[src/rtl/mc_ctrl_pkg.sv]
// mc_ctrl_pkg: shared constants for the multi-cycle MIPS control unit.
//   Opcode/funct codes, ALU op codes, extension codes, datapath mux
//   encodings and FSM state codes. TRAP exists only when
//   MC_CTRL_ILLEGAL_TRAP_EN is defined.
package mc_ctrl_pkg;

  // opcodes (IR[31:26])
  localparam logic [5:0] OP_RTYPE = 6'h00;
  localparam logic [5:0] OP_J     = 6'h02;
  localparam logic [5:0] OP_JAL   = 6'h03;
  localparam logic [5:0] OP_BEQ   = 6'h04;
  localparam logic [5:0] OP_BNE   = 6'h05;
  localparam logic [5:0] OP_ADDI  = 6'h08;
  localparam logic [5:0] OP_ORI   = 6'h0D;
  localparam logic [5:0] OP_LUI   = 6'h0F;
  localparam logic [5:0] OP_LW    = 6'h23;
  localparam logic [5:0] OP_SW    = 6'h2B;

  // R-type funct (IR[5:0])
  localparam logic [5:0] F_SLL  = 6'h00;
  localparam logic [5:0] F_SRL  = 6'h02;
  localparam logic [5:0] F_JR   = 6'h08;
  localparam logic [5:0] F_ADD  = 6'h20;
  localparam logic [5:0] F_ADDU = 6'h21;
  localparam logic [5:0] F_SUB  = 6'h22;
  localparam logic [5:0] F_SUBU = 6'h23;
  localparam logic [5:0] F_AND  = 6'h24;
  localparam logic [5:0] F_OR   = 6'h25;
  localparam logic [5:0] F_XOR  = 6'h26;
  localparam logic [5:0] F_NOR  = 6'h27;
  localparam logic [5:0] F_SLT  = 6'h2A;
  localparam logic [5:0] F_SLTU = 6'h2B;

  // ALU operations
  localparam logic [4:0] ALU_ADD  = 5'd0;
  localparam logic [4:0] ALU_ADDU = 5'd1;
  localparam logic [4:0] ALU_SUB  = 5'd2;
  localparam logic [4:0] ALU_SUBU = 5'd3;
  localparam logic [4:0] ALU_AND  = 5'd4;
  localparam logic [4:0] ALU_OR   = 5'd5;
  localparam logic [4:0] ALU_XOR  = 5'd6;
  localparam logic [4:0] ALU_NOR  = 5'd7;
  localparam logic [4:0] ALU_SLT  = 5'd8;
  localparam logic [4:0] ALU_SLTU = 5'd9;
  localparam logic [4:0] ALU_SLL  = 5'd10;
  localparam logic [4:0] ALU_SRL  = 5'd11;

  // immediate extension
  localparam logic [1:0] EXT_ZERO = 2'd0;
  localparam logic [1:0] EXT_SIGN = 2'd1;
  localparam logic [1:0] EXT_HIGH = 2'd2;

  // datapath mux encodings
  localparam logic [1:0] PC_SEQ  = 2'd0;
  localparam logic [1:0] PC_BR   = 2'd1;
  localparam logic [1:0] PC_JMP  = 2'd2;
  localparam logic [1:0] PC_RS   = 2'd3;
  localparam logic [1:0] RD_RT   = 2'd0;
  localparam logic [1:0] RD_RD   = 2'd1;
  localparam logic [1:0] RD_RA   = 2'd2;
  localparam logic [1:0] WD_ALU  = 2'd0;
  localparam logic [1:0] WD_MDR  = 2'd1;
  localparam logic [1:0] WD_PC   = 2'd2;
  localparam logic [1:0] SB_RT   = 2'd0;
  localparam logic [1:0] SB_FOUR = 2'd1;
  localparam logic [1:0] SB_IMM  = 2'd2;
  localparam logic [1:0] SB_BOFS = 2'd3;

  typedef enum logic [2:0] {
    S_FETCH  = 3'd0,
    S_DECODE = 3'd1,
    S_EXEC   = 3'd2,
    S_MEM    = 3'd3,
    S_WB     = 3'd4
`ifdef MC_CTRL_ILLEGAL_TRAP_EN
    , S_TRAP = 3'd5
`endif
  } state_t;

endpackage

[src/rtl/mc_ctrl_if.sv]
// mc_ctrl_if: shared memory port handshake.
//   mem_req   request, held until mem_ready
//   mem_we    write request, meaningful only with mem_req
//   iord      address select (0 = PC, 1 = ALUOut)
//   mem_ready memory completes the current request this cycle
interface mc_ctrl_if;
  logic mem_req;
  logic mem_we;
  logic iord;
  logic mem_ready;

  modport master (output mem_req, mem_we, iord, input mem_ready);
  modport slave  (input mem_req, mem_we, iord, output mem_ready);
endinterface

[src/rtl/mc_ctrl_alu_dec.sv]
// mc_ctrl_alu_dec: combinational opcode/funct -> ALU op / extension map.
//   opcode, funct in   instruction fields
//   aluctrl       out  ALU operation used in EXEC
//   ext_op        out  immediate extension used in EXEC
//   legal         out  opcode (and funct for R-type) is recognised
module mc_ctrl_alu_dec
  import mc_ctrl_pkg::*;
#(
  parameter int ALUOP_W = 5
) (
  input  logic [5:0]         opcode,
  input  logic [5:0]         funct,
  output logic [ALUOP_W-1:0] aluctrl,
  output logic [1:0]         ext_op,
  output logic               legal
);

  always_comb begin
    aluctrl = ALUOP_W'(ALU_ADD);
    ext_op  = EXT_SIGN;
    legal   = 1'b1;
    case (opcode)
      OP_RTYPE: begin
        case (funct)
          F_ADD:  aluctrl = ALUOP_W'(ALU_ADD);
          F_ADDU: aluctrl = ALUOP_W'(ALU_ADDU);
          F_SUB:  aluctrl = ALUOP_W'(ALU_SUB);
          F_SUBU: aluctrl = ALUOP_W'(ALU_SUBU);
          F_AND:  aluctrl = ALUOP_W'(ALU_AND);
          F_OR:   aluctrl = ALUOP_W'(ALU_OR);
          F_XOR:  aluctrl = ALUOP_W'(ALU_XOR);
          F_NOR:  aluctrl = ALUOP_W'(ALU_NOR);
          F_SLT:  aluctrl = ALUOP_W'(ALU_SLT);
          F_SLTU: aluctrl = ALUOP_W'(ALU_SLTU);
          F_SLL:  aluctrl = ALUOP_W'(ALU_SLL);
          F_SRL:  aluctrl = ALUOP_W'(ALU_SRL);
          F_JR:   aluctrl = ALUOP_W'(ALU_ADD);
          default: legal = 1'b0;
        endcase
      end
      OP_J, OP_JAL, OP_ADDI, OP_LW, OP_SW: ;
      OP_BEQ, OP_BNE: aluctrl = ALUOP_W'(ALU_SUB);
      OP_ORI: begin
        aluctrl = ALUOP_W'(ALU_OR);
        ext_op  = EXT_ZERO;
      end
      OP_LUI: ext_op = EXT_HIGH;
      default: legal = 1'b0;
    endcase
  end

endmodule

[src/rtl/mc_ctrl.sv]
// mc_ctrl: multi-cycle MIPS control unit.
//   Sequences FETCH/DECODE/EXEC/MEM/WB, drives datapath enables and mux
//   selects, handshakes with variable-latency memory through mem
//   (mc_ctrl_if.master) and counts retired instructions.
//   clk, rst_n (async, active low); opcode/funct from IR; zero from ALU.
//   Outputs: ir_we mdr_we pc_we pc_src reg_we reg_dst wd_sel alu_srca
//   alu_srcb ext_op aluctrl state retire retired_cnt.
//   MC_CTRL_ILLEGAL_TRAP_EN: adds TRAP state and the illegal output;
//   without it unknown instructions retire as NOPs.
module mc_ctrl
  import mc_ctrl_pkg::*;
#(
  parameter int ALUOP_W = 5,
  parameter int CNT_W   = 32
) (
  input  logic               clk,
  input  logic               rst_n,
  mc_ctrl_if.master          mem,
  input  logic [5:0]         opcode,
  input  logic [5:0]         funct,
  input  logic               zero,
  output logic               ir_we,
  output logic               mdr_we,
  output logic               pc_we,
  output logic [1:0]         pc_src,
  output logic               reg_we,
  output logic [1:0]         reg_dst,
  output logic [1:0]         wd_sel,
  output logic               alu_srca,
  output logic [1:0]         alu_srcb,
  output logic [1:0]         ext_op,
  output logic [ALUOP_W-1:0] aluctrl,
  output logic [2:0]         state,
  output logic               retire,
  output logic [CNT_W-1:0]   retired_cnt
`ifdef MC_CTRL_ILLEGAL_TRAP_EN
  , output logic             illegal
`endif
);

  state_t st, nxt;
  logic [ALUOP_W-1:0] dec_alu;
  logic [1:0] dec_ext;
  logic legal, req, we, addr_sel, ill;

  mc_ctrl_alu_dec #(.ALUOP_W(ALUOP_W)) u_alu_dec (
    .opcode (opcode),
    .funct  (funct),
    .aluctrl(dec_alu),
    .ext_op (dec_ext),
    .legal  (legal)
  );

  wire is_r   = (opcode == OP_RTYPE);
  wire is_jr  = is_r && (funct == F_JR);
  wire is_j   = (opcode == OP_J) || (opcode == OP_JAL);
  wire is_br  = (opcode == OP_BEQ) || (opcode == OP_BNE);
  wire is_lw  = (opcode == OP_LW);
  wire is_mem = is_lw || (opcode == OP_SW);

  always_comb begin
    nxt      = st;
    req      = 1'b0;
    we       = 1'b0;
    addr_sel = 1'b0;
    ir_we    = 1'b0;
    mdr_we   = 1'b0;
    pc_we    = 1'b0;
    pc_src   = PC_SEQ;
    reg_we   = 1'b0;
    reg_dst  = RD_RT;
    wd_sel   = WD_ALU;
    alu_srca = 1'b0;
    alu_srcb = SB_FOUR;
    ext_op   = EXT_SIGN;
    aluctrl  = ALUOP_W'(ALU_ADD);
    retire   = 1'b0;
    ill      = 1'b0;
    case (st)
      S_FETCH: begin
        req = 1'b1;
        if (mem.mem_ready) begin
          ir_we = 1'b1;
          pc_we = 1'b1;
          nxt   = S_DECODE;
        end
      end
      S_DECODE: begin
        // ALU precomputes PC + (imm<<2) for a possible branch in EXEC
        alu_srcb = SB_BOFS;
        if (!legal) begin
`ifdef MC_CTRL_ILLEGAL_TRAP_EN
          nxt = S_TRAP;
`else
          retire = 1'b1;
          nxt    = S_FETCH;
`endif
        end else if (is_j) begin
          pc_we  = 1'b1;
          pc_src = PC_JMP;
          retire = 1'b1;
          nxt    = S_FETCH;
          if (opcode == OP_JAL) begin
            reg_we  = 1'b1;
            reg_dst = RD_RA;
            wd_sel  = WD_PC;
          end
        end else if (is_jr) begin
          pc_we  = 1'b1;
          pc_src = PC_RS;
          retire = 1'b1;
          nxt    = S_FETCH;
        end else begin
          nxt = S_EXEC;
        end
      end
      S_EXEC: begin
        alu_srca = 1'b1;
        aluctrl  = dec_alu;
        ext_op   = dec_ext;
        alu_srcb = SB_IMM;
        if (is_r) begin
          alu_srcb = SB_RT;
          nxt      = S_WB;
        end else if (is_br) begin
          alu_srcb = SB_RT;
          pc_we    = (opcode == OP_BEQ) ? zero : ~zero;
          pc_src   = PC_BR;
          retire   = 1'b1;
          nxt      = S_FETCH;
        end else if (is_mem) begin
          nxt = S_MEM;
        end else begin
          nxt = S_WB;
        end
      end
      S_MEM: begin
        req      = 1'b1;
        addr_sel = 1'b1;
        we       = ~is_lw;
        if (mem.mem_ready) begin
          if (is_lw) begin
            mdr_we = 1'b1;
            nxt    = S_WB;
          end else begin
            retire = 1'b1;
            nxt    = S_FETCH;
          end
        end
      end
      S_WB: begin
        reg_we = 1'b1;
        retire = 1'b1;
        nxt    = S_FETCH;
        if (is_r) begin
          reg_dst = RD_RD;
        end else if (is_lw) begin
          wd_sel = WD_MDR;
        end
      end
`ifdef MC_CTRL_ILLEGAL_TRAP_EN
      S_TRAP: begin
        // exception vector arrives on the jump path
        ill    = 1'b1;
        pc_we  = 1'b1;
        pc_src = PC_JMP;
        nxt    = S_FETCH;
      end
`endif
      default: nxt = S_FETCH;
    endcase
    // state sits at FETCH during reset; keep every enable quiet until release
    if (!rst_n) begin
      req    = 1'b0;
      we     = 1'b0;
      ir_we  = 1'b0;
      mdr_we = 1'b0;
      pc_we  = 1'b0;
      reg_we = 1'b0;
      retire = 1'b0;
      ill    = 1'b0;
    end
  end

  assign mem.mem_req = req;
  assign mem.mem_we  = we;
  assign mem.iord    = addr_sel;
  assign state       = st;
`ifdef MC_CTRL_ILLEGAL_TRAP_EN
  assign illegal     = ill;
`endif

  always_ff @(posedge clk or negedge rst_n) begin
    if (!rst_n) begin
      st          <= S_FETCH;
      retired_cnt <= '0;
    end else begin
      st <= nxt;
      if (retire) retired_cnt <= retired_cnt + 1'b1;
    end
  end

endmodule

[src/flat_wrapper.sv]
// flat-port wrapper written by rule: the top's interface ports become plain ports
module mc_ctrl_flat import mc_ctrl_pkg::*;
#(
  parameter int ALUOP_W = 5,
  parameter int CNT_W   = 32
)
  (clk, rst_n, opcode, funct, zero, ir_we, mdr_we, pc_we, pc_src, reg_we, reg_dst, wd_sel, alu_srca, alu_srcb, ext_op, aluctrl, state, retire, retired_cnt, mem_mem_req, mem_mem_we, mem_iord, mem_mem_ready);
  mc_ctrl_if mem_i ();
  input  logic clk;
  input  logic rst_n;
  input  logic [5:0] opcode;
  input  logic [5:0] funct;
  input  logic zero;
  output logic ir_we;
  output logic mdr_we;
  output logic pc_we;
  output logic [1:0] pc_src;
  output logic reg_we;
  output logic [1:0] reg_dst;
  output logic [1:0] wd_sel;
  output logic alu_srca;
  output logic [1:0] alu_srcb;
  output logic [1:0] ext_op;
  output logic [ALUOP_W-1:0] aluctrl;
  output logic [2:0] state;
  output logic retire;
  output logic [CNT_W-1:0] retired_cnt;
  output wire logic [$bits(mem_i.mem_req)-1:0] mem_mem_req;
  output wire logic [$bits(mem_i.mem_we)-1:0] mem_mem_we;
  output wire logic [$bits(mem_i.iord)-1:0] mem_iord;
  input wire logic [$bits(mem_i.mem_ready)-1:0] mem_mem_ready;
  assign mem_mem_req = mem_i.mem_req;
  assign mem_mem_we = mem_i.mem_we;
  assign mem_iord = mem_i.iord;
  assign mem_i.mem_ready = mem_mem_ready;
  mc_ctrl #(.ALUOP_W(ALUOP_W), .CNT_W(CNT_W)) u_core (.clk(clk), .rst_n(rst_n), .mem(mem_i), .opcode(opcode), .funct(funct), .zero(zero), .ir_we(ir_we), .mdr_we(mdr_we), .pc_we(pc_we), .pc_src(pc_src), .reg_we(reg_we), .reg_dst(reg_dst), .wd_sel(wd_sel), .alu_srca(alu_srca), .alu_srcb(alu_srcb), .ext_op(ext_op), .aluctrl(aluctrl), .state(state), .retire(retire), .retired_cnt(retired_cnt));
endmodule
[config.mk]
export PLATFORM = sky130hd
export DESIGN_NAME = mc_ctrl_flat
export DESIGN_NICKNAME = d
export VERILOG_FILES = /design/src/rtl/mc_ctrl_pkg.sv /design/src/rtl/mc_ctrl_if.sv /design/src/rtl/mc_ctrl_alu_dec.sv /design/src/rtl/mc_ctrl.sv /design/src/flat_wrapper.sv
export SDC_FILE = /design/constraint.sdc
export NUM_CORES = 1
export LEC_CHECK = 0
export CORE_MARGIN = 10
export CORE_UTILIZATION = 46
export CTS_BUF_LIST = sky130_fd_sc_hd__clkbuf_16
export DETAILED_ROUTE_END_ITERATION = 12
export GPL_TIMING_DRIVEN = 0
export PLACE_DENSITY = 0.89
export SYNTH_ARGS = -nofsm -noshare
export SYNTH_HDL_FRONTEND = slang
export SYNTH_SLANG_ARGS = --single-unit
[constraint.sdc]
create_clock -name clk -period 2.4 [get_ports clk]
set_input_delay 0.36 -clock clk [delete_from_list [all_inputs] [get_ports clk]]
set_output_delay 0.36 -clock clk [all_outputs]
set_load 0.03 [all_outputs]
After elaboration in Yosys (flattened, before gate mapping). Cells that the tools add are included.

Mux-type cells: 67. Add/sub/neg operators: 1. Bitwise operators: 2. Reduce and logical (&&, ||, !) cells: 12. Equal/unequal tests: 27.

Operators by type and width (number): 6-bit equality test (second input constant) (12); 4-bit one-hot mux with 11 select lines (1); 1-bit 2-to-1 mux (34); 32-bit by 1-bit adder with 32-bit output (second input constant) (1); 6-bit by 4-bit equality test with 1-bit output (second input constant) (4); 2-bit 2-to-1 mux (12); 3-bit 2-to-1 mux (8); 2-bit one-hot mux with 2 select lines (5); 6-bit by 2-bit equality test with 1-bit output (second input constant) (3); 13-bit OR reduction (1); 6-bit by 3-bit equality test with 1-bit output (second input constant) (2); 6-bit logical NOT (2); 3-bit one-hot mux with 4 select lines (1); 4-bit one-hot mux with 3 select lines (1); 9-bit OR reduction (1); 3-bit by 2-bit equality test with 1-bit output (second input constant) (2); 4-bit 2-to-1 mux (1); 2-bit != test (second input constant) (2); 1-bit one-hot mux with 2 select lines (2); 1-bit one-hot mux with 4 select lines (1); 2-bit OR reduction (2); 3-bit by 1-bit equality test with 1-bit output (second input constant) (1); 3-bit equality test (second input constant) (1); 3-bit logical NOT (1); 5 further kinds (8).

Output and inout port bits: 59. Register bits: 35. Word-level logic and storage cells: 111.

Logic depth before layout (Yosys ltp). Gate-level depths: netlist of the first run.

Depth after elaboration: 7. Mapped depth: 9. Gate-level depth less buffers: 8.

Hierarchy. Synthesis of the first run repeated with hierarchy kept, for this count alone.

Cells, all modules: 258. Area total of the unflattened synthesis: 2392.3 sq um.

By module, submodules not included: mc_ctrl (area each 2165.8 sq um, cells an instance 220, instances 1); mc_ctrl_alu_dec (area each 226.5 sq um, cells an instance 38, instances 1).

Worst setup path after synthesis of the first run. OpenSTA, ideal clock, no wires.

Path kind: reg-to-output. Start point: register u_core.st[2], in the netlist u_core.state[2]. End point: output port aluctrl[0]. Stages on the path, launching flop included: 6. Required time: 2.040 ns. Path buffers: 1. Path slack: -0.494 ns. Data arrival time: 2.534 ns. Cell sequence: dfrtp_1 -> clkbuf_1 -> nand3b_1 -> inv_1 -> nand3_1 -> o22ai_1.

Cells in the longest elaborated chain, start to end: 2.

RTL lines: from (decl) (RTL line mc_ctrl.sv:41) `state_t st, nxt;`; from (signal assigned) (RTL line mc_ctrl.sv:198) `st <= nxt;`; 3-bit by 2-bit equality test with 1-bit output (RTL line mc_ctrl.sv:79) `case (st)`; 4-bit 2-to-1 mux (RTL line mc_ctrl.sv:79); to (decl) (RTL line flat_wrapper.sv:24) `output logic [ALUOP_W-1:0] aluctrl;`.

No other way between the ends.

Final worst setup path of the first run.
Start point: register u_core.st[2], in the netlist u_core.state[2]. End point: output port pc_src[1].

Cells in the longest elaborated chain, start to end: 2. Elaborated cells between the ends (all ways): 3. Those cells by class: eq/ne (2); mux (1).

RTL lines: 3-bit by 2-bit equality test with 1-bit output or 3-bit by 1-bit equality test with 1-bit output (tied branches) (RTL line mc_ctrl.sv:79); 2-bit one-hot mux with 2 select lines * (RTL line mc_ctrl.sv:79); to (decl) (RTL line flat_wrapper.sv:17) `output logic [1:0] pc_src;`.

Every way passes the cells marked *; elsewhere a longest branch is shown, timed or not.

==> flow_summary.toml, run 1 <==
[cells_and_area]
syn2layout_area_growth_pct = 49.7
n_antenna_cell = 0
drive_gt1_share_pct = 26.3
fin_nets = 351
finalNonFillerCells = 401
fin_util_pct = 71.7

[timing]
fmax_mhz = 424
setup_viol = 0
hold_violations = 0
post-route-period-util_pct = 98.3
maxSlewHeadroom_pct = 58.4
grt_setup_unrepaired = "true"
fin_tns_setup_ps = 0
worst_clock_skew_ps = 6.25
post-route-min-period_ps = 2360
worst_pin_slew_ps = 624
slew_violations = 0

[drt]
antenna_left = 0
viasPerCell = 5.82
wl_per_cell_um = 18.0
totalWireLength_um = 7240
drt_pass1_iterations = 6
initialDrtViolationCount = 124
vias = 2333
drc = 0

[clocking]
cts_buffers = 5
clock_latency_ps = 280
path_clk_slew_ps = 50
htree_num_levels = 2
clockRootBuffer = "clkbuf_16"
clock_path_buffers = 2
holdBufCountCts = 0
cts_tree = "built"
cts_sinks = 35

[synthesis]
synthDominantCellAreaShare_pct = 38.5
yosys-top-cells-area = "dfrtp_1 (38%), xor2_1 (12%), nor4_1 (4.7%)"
synth.ff_latch_count = 35
yosys_warnings = 0
ys.flop_type = "dfrtp_1"
synth_area_per_cell_um2 = 8.90
async_flop_share_pct = 100
ys_types = 51
synth_top_cells_by_count = "dfrtp_1 (35), xor2_1 (32), nand2_1 (23)"
yosysMostFrequentCell = "dfrtp_1"
yosysTopAreaCell = "dfrtp_1"
synthesis.nets = 273
syn-cell-area_um2 = 2280
seq_area_frac_synth_pct = 38.5
syn_inst = 256
synth_edf_count = 0

[grt]
grt_util_met1_pct = 19.1
grtUsageMet2_pct = 29.9
grt_first_pass_wirelength_um = 11800
grt_usage_pct = 17.0
met3_usage_pct = 5.82
first_global_vias = 2403
antenna_found_initial = 0
grt_start_max_net_pins = 41
grt-ovfl-total = 0
grt.busiest_layer = "met2"

[critical_path]
crit_path_top_delay_cell = "dfrtp_2"
crit_chain = "clkbuf_2 > nor3_4 > a21boi_2 > buf_4 > clkdlybuf4s15_2"
reg2reg_depth = 7
arrival_ps = 2000
crit_fanout = 9
start_kind = "flip-flop"
slowest_delay_ps = 390
cp-end-kind = "primary output"
reg2reg_to = "u_core.retired_cnt[29]$_DFFE_PN0P_"
critPathKind = "flip-flop to primary output"
timing.rr.start = "u_core.state[2]$_DFFE_PN0P_"
worstPathRequired_ps = 2040
r2r_setup_slack_ps = 80

[status]
status = "complete, no violations"

[placement]
post-place-cells = 392
gp_congestion = 0.874
numPortBuffers = 69
hpwl_um = 5090

[die]
io_pins = 75
die_area_um2 = 8160
core_um2 = 4750
die_w_um = 90.4
rows = 25
start_util_pct = 47.9
dieHeight_um = 90.4

[pwr]
leakagePower_nw = 1.57
ir_drop_mv = 0.473
power_density_nw_per_um2 = 526

[job]
drv_cap = 0

[min_path]
hold_path.class = "input port to asynchronous set/reset pin"
critical path: cells and delay by family (launching register included):
family	cells	cell delay (ps)
AOI/OAI and AO/OA	1	350
buffers and inverters	3	630
DFF	1	390
and+or+nand+nor	1	350
layer usage:
| layer | share of wire (%) | routed length [um] | vias to the layer above |
|---|---|---|---|
| li1 | - | - | 1066 |
| met1 | 37 | 2700 | 1121 |
| met2 | 51 | 3680 | 123 |
| met3 | 9.1 | 660 | 23 |
| met4 | 2.8 | 205 | 0 |
| met5 | 0 | 0 | - |
worst max path at each step:
stage	startpoint	endpoint	slack, ps	cells after the start
2_1_floorplan	u_core.state[2]$_DFFE_PN0P_	u_core.retired_cnt[19]$_DFFE_PN0P_	6	9
3_3_place_gp	rst_n	retire	-1690	5
5_1_grt	u_core.state[0]$_DFFE_PN0P_	retire	-90	8
4_1_cts	u_core.state[2]$_DFFE_PN0P_	alu_srcb[1]	-60	4
3_5_place_dp	funct[1]	reg_we	-950	8
6_report	u_core.state[2]$_DFFE_PN0P_	pc_src[1]	40	5
registers in the layout, indices dropped and copies added (netlist names):
| signal | flops |
|---|---|
| u_core.retired_cnt | 32 |
| u_core.state | 3 |
power breakdown:
group | leakage, nW | internal, mW | switching (mW)
combinational | 1.03 | 0.192 | 0.330
sequential | 0.473 | 0.625 | 0.0409
clock | 0.0671 | 0.372 | 0.232
through the flow:
step / setup WS [ps] / total power, mW / hold slack [ps] / area (um2)
2_1_floorplan: 6.37 / 0.972 / 64.4 / 2390
3_3_place_gp: -1690 / 1.16 / 456 / 3160
3_5_place_dp: -952 / 1.17 / 461 / 3160
4_1_cts: -57.7 / 1.77 / 63.1 / 3330
5_1_grt: -88.8 / 1.86 / 81.6 / 3410
6_report: 41.2 / 1.79 / 42.7 / 3410
kinds of logic after synthesis:
kind of cell,after synthesis,synth area share (%)
simple gates,132,33.4
flops,35,38.5
xor+xnor,34,13.1
compound gates,27,8.68
buf+inv,25,5.22
fa+ha+maj,1,0.549
other cells,1,0.165
mux,1,0.494
final cells by class:
class	instances	area, um2
Multi-Input combinational cell	196	1510
Fill cell	350	1350
Sequential cell	35	878
Timing Repair Buffer	72	682
Clock buffer	5	125
Buffer	14	85.1
Tap cell	67	83.8
Inverter	10	40.0
Clock inverter	2	8.76
placed cells by master, fill, tap and decap left out, drive strengths merged, types with 6 or more instances in the layout:
cell,count
buf,18
clkbuf,15
clkdlybuf4s50,40
dfrtp,35
dlygate4sd2,10
inv,10
nand2,23
nand3,17
nand3b,6
nor2,18
nor3,15
nor4,17
xor2,32
timing repair:
action,CTS,global route
pin swaps,5,8
setup buffers,1,2
resized for setup,68,28
setup endpoints to repair,48,25
No activity file was read; power rests on OpenSTA's default activity.
==> inputs of run 2 (changes only) <==
PLACE_DENSITY = 0.8   (was 0.89)
TNS_END_PERCENT = 50   (was unset)
==> run 2 against run 1 <==
Effect of this change:
- final cell count up 1.0%
- via count down 4.1%
- global-route usage is 0.97 points lower
- routed wire length down 8.1%
- core utilization up 0.68 points
- flip-flop and latch count unchanged
- clock skew is essentially flat
- critical path depth is 3 higher
- critical endpoint is now reg_we
- sequential power is essentially flat
- power grew 6.1%
- worst hold slack worse by 2.2 ps
- non-clock buffer count rose by 3
==> flow_summary.toml, run 2 (same netlist as run 1, synthesis figures left out) <==
[status]
status = "complete, no violations"

[pwr]
p_seq_share_pct = 35.2
p_clk_share_pct = 37.9
power_density_nw_per_um2 = 552
comb_power_share_pct = 26.9
ir_drop_mv = 0.598
total_power_mw = 1.90
leakagePower_nw = 1.57
power.net_switching_mw = 0.602
internal_power_mw = 1.30
p_sw_share_pct = 31.7

[clocking]
cts_buffers = 5
holdBufCountCts = 0
cts_tree = "built"
path_clk_slew_ps = 50
clock_path_buffers = 2
htree_num_levels = 2
clockRootBuffer = "clkbuf_16"
cts_sinks = 35
clock_latency_ps = 280

[critical_path]
critPathKind = "input port to primary output"
start_kind = "input port"
cp-end-kind = "primary output"
crit_chain = "dlygate4sd2_1 > nand3b_1 > o311ai_2 > a211oi_2 > nand2b_4 > nor3_4 > o21a_2 > buf_6"
crit_fanout = 6
worstPathRequired_ps = 2040
r2r_setup_slack_ps = 150
crit_path_top_delay_cell = "a211oi_2"
cpLargestDelayFamily = "compound AO/OA/AOI/OAI gates"
slowest_delay_ps = 350
arrival_ps = 1960
critPathBufInv = 2

[grt]
grt-ovfl-total = 0
grt_first_pass_wirelength_um = 11100
grt_start_max_net_pins = 41
grt_usage_pct = 16.0
first_global_vias = 2312
antenna_found_initial = 0

[timing]
setup_viol = 0
fmax_mhz = 431
worst_pin_slew_ps = 564
post-route-period-util_pct = 96.6
slew_violations = 0
post-route-min-period_ps = 2320
maxSlewHeadroom_pct = 62.4
hold_violations = 0
worst_clock_skew_ps = 6.36

[cells_and_area]
largest_reg_flops = 32
n_antenna_cell = 0
layout_common_cells = "clkdlybuf4s50_1 (42), xor2_1 (32), dfrtp_1 (32)"
fin_nets = 354
fin_util_pct = 72.4
final_common_cell = "clkdlybuf4s50_1"
drive_gt1_share_pct = 27.8
syn2layout_area_growth_pct = 51.1
top_register = "u_core.retired_cnt"

[placement]
numPortBuffers = 69
gp_congestion = 0.918
hpwl_um = 4900

[drt]
totalWireLength_um = 6650
drt_pass1_iterations = 4
antenna_left = 0
viasPerCell = 5.52
drc = 0
initialDrtViolationCount = 115
wl_per_cell_um = 16.4
vias = 2237

[die]
die_w_um = 90.4
core_um2 = 4750
dieHeight_um = 90.4
io_pins = 75
start_util_pct = 47.9
die_area_um2 = 8160
rows = 25

[job]
drv_cap = 0

[min_path]
hold_path.class = "input port to asynchronous set/reset pin"
## run 2: final timing paths
kind,cells after the start,end,start
min,1,u_core.retired_cnt[27]$_DFFE_PN0P_,rst_n
max reg2reg,6,u_core.retired_cnt[31]$_DFFE_PN0P_,u_core.retired_cnt[11]$_DFFE_PN0P_
min in group clk,1,u_core.retired_cnt[31]$_DFFE_PN0P_,u_core.retired_cnt[31]$_DFFE_PN0P_
max,8,reg_we,funct[2]
max in group asynchronous,1,u_core.state[1]$_DFFE_PN0P_,rst_n
min reg2reg,1,u_core.retired_cnt[31]$_DFFE_PN0P_,u_core.retired_cnt[31]$_DFFE_PN0P_
## run 2: worst register-to-register path: stages (launching register included)
cell and delay [ps]:
dfrtp_1 440, and4_4 290, nand4_4 170, or4_4 610, or4_4 430, nor2_2 100, xor2_1 140
## run 2: power by group through the flow
stage | sequential [mW] | clock [mW] | combinational [mW]
2_1_floorplan | 0.737 | 0 | 0.235
3_3_place_gp | 0.673 | 0 | 0.489
3_5_place_dp | 0.674 | 0 | 0.492
4_1_cts | 0.665 | 0.729 | 0.505
5_1_grt | 0.674 | 0.750 | 0.555
6_report | 0.669 | 0.721 | 0.511
## run 2: layout make-up
cell class	count	area [um2]
inverter	10	40.0
sequential	35	880
clock inverter	3	38.8
multi-input combinational	196	1490
fill	378	1310
tap	67	83.8
timing repair buffer	76	703
clock buffer	5	125
buffer	13	83.8
## run 2: metal layers
metal	vias to the layer above	track usage, %	wire length, um
li1	1083	-	-
met1	1074	19.9	2900
met2	74	26.2	3230
met3	6	4.74	453
met4	0	4.64	68
met5	-	0	0
## run 2: what timing repair did
action | in CTS | in global routing
setup buffers | 1 | 6
endpoints found under the hold margin | 0 | 0
pin swaps | 4 | 10
setup endpoints to repair | 49 | 31
gates resized for setup | 71 | 22
## run 2: metrics by stage
stage               instance area (um2)  setup slack (ps)  hold WS [ps]  instances  setup TNS [ps]
detailed placement                 3160              -964           458        392          -21640
finish                             3440              82.2          40.5        405               0
floorplan                          2390              6.37          64.4        256               0
global placement                   3160             -1720           455        392          -49660
CTS                                3370              -137          60.7        401            -143
global route                       3440             -4.91          82.0        405           -4.91
